### src/rtl/mem_arbiter.sv
// rtl/mem_arbiter.sv - two-requester arbiter for a single-port word memory
// Purpose: grants one of two requesters per cycle (zero-wait when uncontended),
//   supports locked ownership bursts, round-robin or fixed priority, and a
//   per-requester wait counter that forces a win after MAX_WAIT denied cycles.
// Ports:
//   clk, rst               clock, asynchronous active-low reset
//   reqN/weN/lockN         request, write (1) / read (0), hold ownership
//   addrN, wdataN          word address and write data of requester N
//   gntN                   combinational grant for this cycle
//   rvalidN, rdataN        read response, one cycle after a granted read
//   mem_we/waddr/raddr     memory control; addresses hold when nobody is granted
//   mem_wdata, mem_rdata   memory write data / synchronous read data

module mem_arbiter #(
  parameter int MAX_WAIT  = 8,
  parameter int PRIO_MODE = 0
) (
  input  logic        clk,
  input  logic        rst,
  input  logic        req0,
  input  logic        req1,
  input  logic        we0,
  input  logic        we1,
  input  logic        lock0,
  input  logic        lock1,
  input  logic [9:0]  addr0,
  input  logic [9:0]  addr1,
  input  logic [15:0] wdata0,
  input  logic [15:0] wdata1,
  output logic        gnt0,
  output logic        gnt1,
  output logic        rvalid0,
  output logic        rvalid1,
  output logic [15:0] rdata0,
  output logic [15:0] rdata1,
  output logic        mem_we,
  output logic [9:0]  mem_waddr,
  output logic [9:0]  mem_raddr,
  output logic [15:0] mem_wdata,
  input  logic [15:0] mem_rdata
);

  typedef enum logic [1:0] {ST_IDLE, ST_OWN0, ST_OWN1} state_t;

  localparam logic [3:0] LP_MAX_WAIT = 4'(MAX_WAIT);

  state_t      r_state;
  state_t      w_state_nxt;
  logic [3:0]  r_wait0;
  logic [3:0]  r_wait1;
  logic        r_last;      // 1 = requester 1 was granted most recently
  logic [9:0]  r_addr;
  logic [15:0] r_wdata;
  logic        r_rvalid0;
  logic        r_rvalid1;

  logic        w_gnt0;
  logic        w_gnt1;
  logic        w_starve0;
  logic        w_starve1;
  logic [9:0]  w_addr;
  logic [15:0] w_wdata;

  // A starving requester only matters in a cycle where it is actually asking.
  assign w_starve0 = req0 & (r_wait0 == LP_MAX_WAIT);
  assign w_starve1 = req1 & (r_wait1 == LP_MAX_WAIT);

  // Grant decision and next state. Grants are gated by rst so that the memory
  // interface shows its reset values while reset is held.
  always_comb begin
    w_gnt0      = 1'b0;
    w_gnt1      = 1'b0;
    w_state_nxt = ST_IDLE;
    if (rst) begin
      if (w_starve0) begin
        w_gnt0 = 1'b1;               // requester 0 also wins a double starve
      end else if (w_starve1) begin
        w_gnt1 = 1'b1;
      end else if (r_state == ST_OWN0 && req0 && lock0) begin
        w_gnt0 = 1'b1;
      end else if (r_state == ST_OWN1 && req1 && lock1) begin
        w_gnt1 = 1'b1;
      end else if (req0 && req1) begin
        // Lock dropped or no owner: contention resolved by IDLE rules.
        if (PRIO_MODE != 0 || r_last) begin
          w_gnt0 = 1'b1;
        end else begin
          w_gnt1 = 1'b1;
        end
      end else if (req0) begin
        w_gnt0 = 1'b1;
      end else if (req1) begin
        w_gnt1 = 1'b1;
      end
    end
    // A forced win breaks the other side's lock; ownership follows the winner.
    if (w_gnt0 && lock0) begin
      w_state_nxt = ST_OWN0;
    end else if (w_gnt1 && lock1) begin
      w_state_nxt = ST_OWN1;
    end
  end

  assign w_addr  = w_gnt0 ? addr0  : (w_gnt1 ? addr1  : r_addr);
  assign w_wdata = w_gnt0 ? wdata0 : (w_gnt1 ? wdata1 : r_wdata);

  always_ff @(posedge clk or negedge rst) begin
    if (!rst) begin
      r_state   <= ST_IDLE;
      r_wait0   <= 4'd0;
      r_wait1   <= 4'd0;
      r_last    <= 1'b1;
      r_addr    <= 10'd0;
      r_wdata   <= 16'd0;
      r_rvalid0 <= 1'b0;
      r_rvalid1 <= 1'b0;
    end else begin
      r_state   <= w_state_nxt;
      r_addr    <= w_addr;
      r_wdata   <= w_wdata;
      r_rvalid0 <= w_gnt0 & ~we0;
      r_rvalid1 <= w_gnt1 & ~we1;
      if (w_gnt1) begin
        r_last <= 1'b1;
      end else if (w_gnt0) begin
        r_last <= 1'b0;
      end
      if (!req0 || w_gnt0) begin
        r_wait0 <= 4'd0;
      end else if (r_wait0 != LP_MAX_WAIT) begin
        r_wait0 <= r_wait0 + 4'd1;
      end
      if (!req1 || w_gnt1) begin
        r_wait1 <= 4'd0;
      end else if (r_wait1 != LP_MAX_WAIT) begin
        r_wait1 <= r_wait1 + 4'd1;
      end
    end
  end

  assign gnt0      = w_gnt0;
  assign gnt1      = w_gnt1;
  assign rvalid0   = r_rvalid0;
  assign rvalid1   = r_rvalid1;
  assign rdata0    = mem_rdata;
  assign rdata1    = mem_rdata;
  assign mem_we    = (w_gnt0 & we0) | (w_gnt1 & we1);
  assign mem_waddr = w_addr;
  assign mem_raddr = w_addr;
  assign mem_wdata = w_wdata;

endmodule

### config.mk
export PLATFORM = sky130hd
export DESIGN_NAME = mem_arbiter
export DESIGN_NICKNAME = d
export VERILOG_FILES = /design/src/rtl/mem_arbiter.sv
export SDC_FILE = /design/constraint.sdc
export NUM_CORES = 1
export LEC_CHECK = 0
export ABC_CLOCK_PERIOD_IN_PS = 4400
export CORE_UTILIZATION = 39
export CTS_CLUSTER_DIAMETER = 100
export DETAILED_ROUTE_END_ITERATION = 10
export PLACE_DENSITY = 0.89
export SKIP_CTS_REPAIR_TIMING = 1
export SYNTH_ARGS = -nofsm -noshare
export SYNTH_HDL_FRONTEND = slang
export SYNTH_SLANG_ARGS = --single-unit
### constraint.sdc
create_clock -name clk -period 4.4 [get_ports clk]
set_clock_uncertainty 0.15 [all_clocks]
set_input_delay 0.88 -clock clk [delete_from_list [all_inputs] [get_ports clk]]
set_output_delay 0.88 -clock clk [all_outputs]
set_load 0.02 [all_outputs]
* Word level (Yosys, flattened, before mapping)
Index checks and enable logic that the tools add are counted.
** Storage, ports and cells
- Register bits after elaboration :: 39
- Output and inout bits :: 73
- Logic and storage cells :: 68
** Cells by class
- Add/subtract/negate cells :: 2
- Equality and inequality tests :: 6
- Mux-type cells :: 29
- Bitwise operators :: 9
- Reductions and logical operators :: 14
** Operators by type and width (count)
- $mux 16 :: 2
- $mux 10 :: 2
- $mux 1 :: 19
- $mux 4 :: 4
- $add 4x1->4 const B :: 2
- $eq 4x4->1 const B :: 2
- $ne 4x4->1 const B :: 2
- $logic_and 1x1->1 :: 7
- $and 1x1->1 :: 6
- $reduce_bool 2->1 :: 3
- $mux 2 :: 2
- $eq 2x1->1 const B :: 1
- $eq 2x2->1 const B :: 1
- $logic_not 1->1 :: 2
- $logic_or 1x1->1 :: 2
- $not 1->1 :: 2
- $or 1x1->1 :: 1

* Longest topological paths before layout
- Word-level depth :: 11
- Gate-level depth with buffers :: 11
- Gate-level depth less buffers :: 8

* Least setup slack after synthesis
Ideal clock, no wire load.
- Path type :: input port to output port
- From :: in lock0
- To :: out mem_waddr[0]
- Data arrival time :: 2.268 ns
- Required time :: 3.370 ns
- Path slack :: 1.102 ns
- Stages :: 8
- Buffers on the path :: 2
- Cell sequence :: nor2b_1 -> o221ai_2 -> a31o_2 -> inv_2 -> buf_6 -> a21oi_1 -> a21oi_1 -> buf_4
** On the way
- Word-level cells in the longest chain between the ends :: 7
- Elaborated cells between the ends (all ways) :: 11
- Those cells by class :: mux: 10; reduce/logical: 1
** Ends and longest elaborated chain
- start, declared :: RTL line 24 : input logic lock0,
- $logic_and 1x1->1 (*) :: RTL line 79 : end else if (r_state == ST_OWN0 && req0 && lock0) begin
- $mux 1 :: RTL line 79
- $mux 1 :: RTL line 77 : end else if (w_starve1) begin
- $mux 1 :: RTL line 75 : if (w_starve0) begin
- $mux 1 :: RTL line 74 : if (rst) begin
- $mux 10 :: RTL line 104 : assign w_addr = w_gnt0 ? addr0 : (w_gnt1 ? addr1 : r_addr);
- $mux 10 (*) :: RTL line 104
- end, declared :: RTL line 37 : output logic [9:0] mem_waddr,
Every way passes the cells marked *; elsewhere a longest branch is shown, timed or not.

* Worst setup path after layout
- From :: in lock0
- To :: out mem_waddr[3]
Same word-level chain as after synthesis.

==> run_results.csv <==
group,metric,value,unit
route,drtIter0Drc,66,
logic_synthesis,avgSynthCellArea,9.020,um^2
worst_setup_path,required,3370,ps
layout,drive_gt1_frac,0.1447,
grt,grt_pass1_wl,8321,um
route,vias,1842,
route,avgRoutedWirePerCell,13.64,um
clocking,clkLatencyLatePin,290,ps
clocking,clockBufferDepth,2,
grt,antenna_found_initial,0,
floorplan,fp.dieArea,6066,um^2
sta,hold_viol_final,0,
logic_synthesis,syn_inst,249,
power_and_ir_drop,power_density,405.9,nW/um^2
route,ant_nets,0,
worst_setup_path,cp.arrival,3150,ps
worst_setup_path,r2r_cells,9,
sta,max_slew.worst_pin.slew,336.0,ps
layout,syn_to_final_growth,38.77,%
power_and_ir_drop,pwr-share-clk,0.244,
clocking,numCtsBuffers,5,
power_and_ir_drop,vdd_drop_max,0.2316,mV
worst_setup_path,crit_path_start_kind,"input pin",
worst_setup_path,rrSetupSlack,2280,ps
logic_synthesis,synthesis.area,2246,um^2
sta,setup_viol,0,
layout,antennaDiodeCount,0,
logic_synthesis,ys_seq_area_frac,0.4351,
worst_setup_path,r2r-start,"r_wait1[0]$_DFFE_PN0P_",
grt,first_global_vias,1744,
route,viasPerCell,4.809,
power_and_ir_drop,leakagePower,1.352,nW
worst_setup_path,cpPeakStageDelay,660,ps
power_and_ir_drop,p_int,0.8554,mW
power_and_ir_drop,pwr-share-comb,0.403,
worst_setup_path,path_max_fanout,25,
sta,rsz0062_at_grt,"no",
layout,postLayoutCoreUtil,0.5626,
floorplan,initial_core_util,0.4054,
hold_path,hold_start,"r_last$_DFFE_PN1P_",
sta,slew_headroom,0.7760,
clocking,cts_tree,"built",
grt,grt_overflow,0,
route,drc_errors,0,
layout,fill_cells,520,
worst_setup_path,critPathKind,"input pin to output pin",
layout,regArea,977.2,um^2
power_and_ir_drop,seq_power_share,0.352,
layout,fin_nets,390,
power_and_ir_drop,swShare,0.3238,
worst_setup_path,crit_family,"buffers and inverters",
floorplan,pin_count,149,
logic_synthesis,ys_types,29,
hold_path,whs_endpoint,"r_last$_DFFE_PN1P_",
floorplan,coreArea,5540,um^2
hold_path,min_path_type,"flip-flop to flip-flop",
sta,fin_crit,4182,ps
logic_synthesis,synth_nets,329,
clocking,cts-root-buf,"clkbuf_8",
clocking,cts_max_level,2,
worst_setup_path,worst_setup_path_end_kind,"output pin",
worst_setup_path,cp_num_cells,9,
worst_setup_path,path_cells,"clkdlybuf4s50_1 > nor2b_1 > o221ai_2 > a31o_2 > inv_2 > buf_12 > a21oi_1 > a21oi_1 > clkdlybuf4s50_1",
sta,fmax,0.2391,GHz
worst_setup_path,r2r_end,"r_addr[1]$_DFF_PN0_",
worst_setup_path,crit_buf_inv,4,
placed_design,hpwl,3786,um
placed_design,numPortBuffers,100,
sta,finalCritPeriodShare,0.9505,
power_and_ir_drop,power_switching,0.4096,mW
floorplan,rows,27,
run,drv_cap,0,
clocking,clock-sinks,39,
worst_setup_path,slowest_stage,"clkdlybuf4s50_1",
grt,grt_max_degree,30,
sta,setup_tns,0,ps
logic_synthesis,yosys_warnings,0,
logic_synthesis,ys_seq_elements,39,
route,wirelength,5226,um
sta,slew_violations,0,
route,firstDrtPassIters,4,
layout,multi_input_area,837.1,um^2
placed_design,gp_congestion,0.7659,
floorplan,dieHeight,77.89,um
clocking,clk_pin_slew_worst_paths,80,ps
run_status,status,"finished, final reports clean",
floorplan,die_w,77.89,um
grt,grt.total_usage,0.1781,
hold_path,hold_path_depth,2,
-- state kept, by name (all words and copies together) (netlist names) --
register	cells
r_addr	10
r_last	1
r_wdata	16
r_wait0	4
r_wait1	4
r_state	2
rvalid0	1
rvalid1	1
-- cells in the mapped netlist (all sizes together) --
master  count  area [um^2]
and3        1        6.260
xor2        4        35.03
a22o        1        8.760
buf        52        397.9
o21ai       1        8.760
nand4b      1        8.760
a21oi      53        340.3
and2        2        12.51
nand3b      2        18.77
dfstp       1        26.28
dfrtp      38        950.9
a21boi      1        11.26
clkbuf      2        7.510
a211oi      1        7.510
nor2       36        135.1
xnor2       2        17.52
nor2b       2        12.51
a31o        1        8.760
a31oi       1        6.260
ha          4        50.05
o221ai      1        15.01
inv         7        26.28
nand2      33        123.9
nand3       2        10.01
-- power groups by stage --
stage / combinational [mW] / sequential (mW) / clock [mW]
floorplan: 0.336 / 0.448 / 0
global placement: 0.504 / 0.450 / 0
detailed placement: 0.512 / 0.452 / 0
CTS: 0.516 / 0.445 / 0.319
global route: 0.547 / 0.452 / 0.333
finish: 0.510 / 0.446 / 0.309
-- metrics by stage --
stage	hold slack [ps]	std cells	area [um^2]	total power, mW	setup slack (ps)
global route	378.1	383	3117	1.332	69.39
detailed placement	334.5	375	2999	0.9644	192.6
floorplan	301.6	249	2246	0.7841	1102
CTS	349.1	383	3117	1.280	189.0
finish	344.1	383	3117	1.265	217.7
global placement	317.0	375	2999	0.9540	273.2
-- layer usage --
metal	share of wire	routed length, um	up-vias	GRT usage
li1	-	-	889	-
met3	0.085	443	10	0.06118
met4	0.017	87	0	0.06226
met2	0.49	2541	80	0.3035
met5	0	0	-	0
met1	0.41	2154	863	0.2067
-- worst min-delay path, cell delays in order, from the launching register on --
cell     delay (ps)
dfstp_2         390
nand2_1          60
nand2_1          50
-- layout make-up --
class	instances	area share
Tap cell	72	0.02890
Inverter	7	0.008430
Timing Repair Buffer	108	0.3428
Clock buffer	6	0.02650
Sequential cell	39	0.3135
Multi-Input combinational cell	149	0.2686
Clock inverter	2	0.01124
-- placed cells by master, fill, tap and decap left out --
| cell | Yosys | layout |
|---|---|---|
| clkdlybuf4s50_1 | 0 | 99 |
| dfrtp_1 | 38 | 38 |
| nor2_1 | 36 | 36 |
| nand2_1 | 33 | 33 |
| a21oi_1 | 33 | 33 |
| a21oi_2 | 20 | 20 |
| buf_4 | 45 | 7 |
| clkbuf_8 | 0 | 6 |
| inv_1 | 5 | 5 |
| xor2_1 | 4 | 4 |
| ha_1 | 4 | 4 |
| nor2b_1 | 2 | 2 |
| inv_2 | 2 | 2 |
| and2_1 | 2 | 2 |
| nand3_1 | 2 | 2 |
| xnor2_1 | 2 | 2 |
| a21boi_2 | 1 | 1 |
| nand3b_2 | 1 | 1 |
| o221ai_2 | 1 | 1 |
| nand3b_1 | 1 | 1 |
| a31o_2 | 1 | 1 |
| nand4b_1 | 1 | 1 |
| and3_1 | 1 | 1 |
| o21ai_2 | 1 | 1 |
| a22o_1 | 1 | 1 |
| a211oi_1 | 1 | 1 |
| a31oi_1 | 1 | 1 |
| clkinv_2 | 0 | 1 |
| bufinv_16 | 0 | 1 |
| buf_2 | 3 | 1 |
| buf_12 | 0 | 1 |
| dfstp_2 | 1 | 1 |
-- how the worst max path moves through the flow --
stage	startpoint	end
final	lock0	mem_waddr[3]
after global routing	lock0	mem_waddr[3]
after CTS	lock0	mem_waddr[3]
after detailed placement	lock0	mem_waddr[1]
after global placement	lock0	mem_waddr[4]
after floorplan	lock0	mem_waddr[0]
-- logic make-up after synthesis --
group,after synthesis,synth area share
DFF,39,0.4351
and+or+nand+nor,79,0.1460
buffers and inverters,61,0.1922
xor gates and xnor gates,6,0.02340
adders and majority gates,4,0.02229
AOI/OAI and AO/OA,60,0.1811
Note: power is estimated with default switching activity, not from simulation.
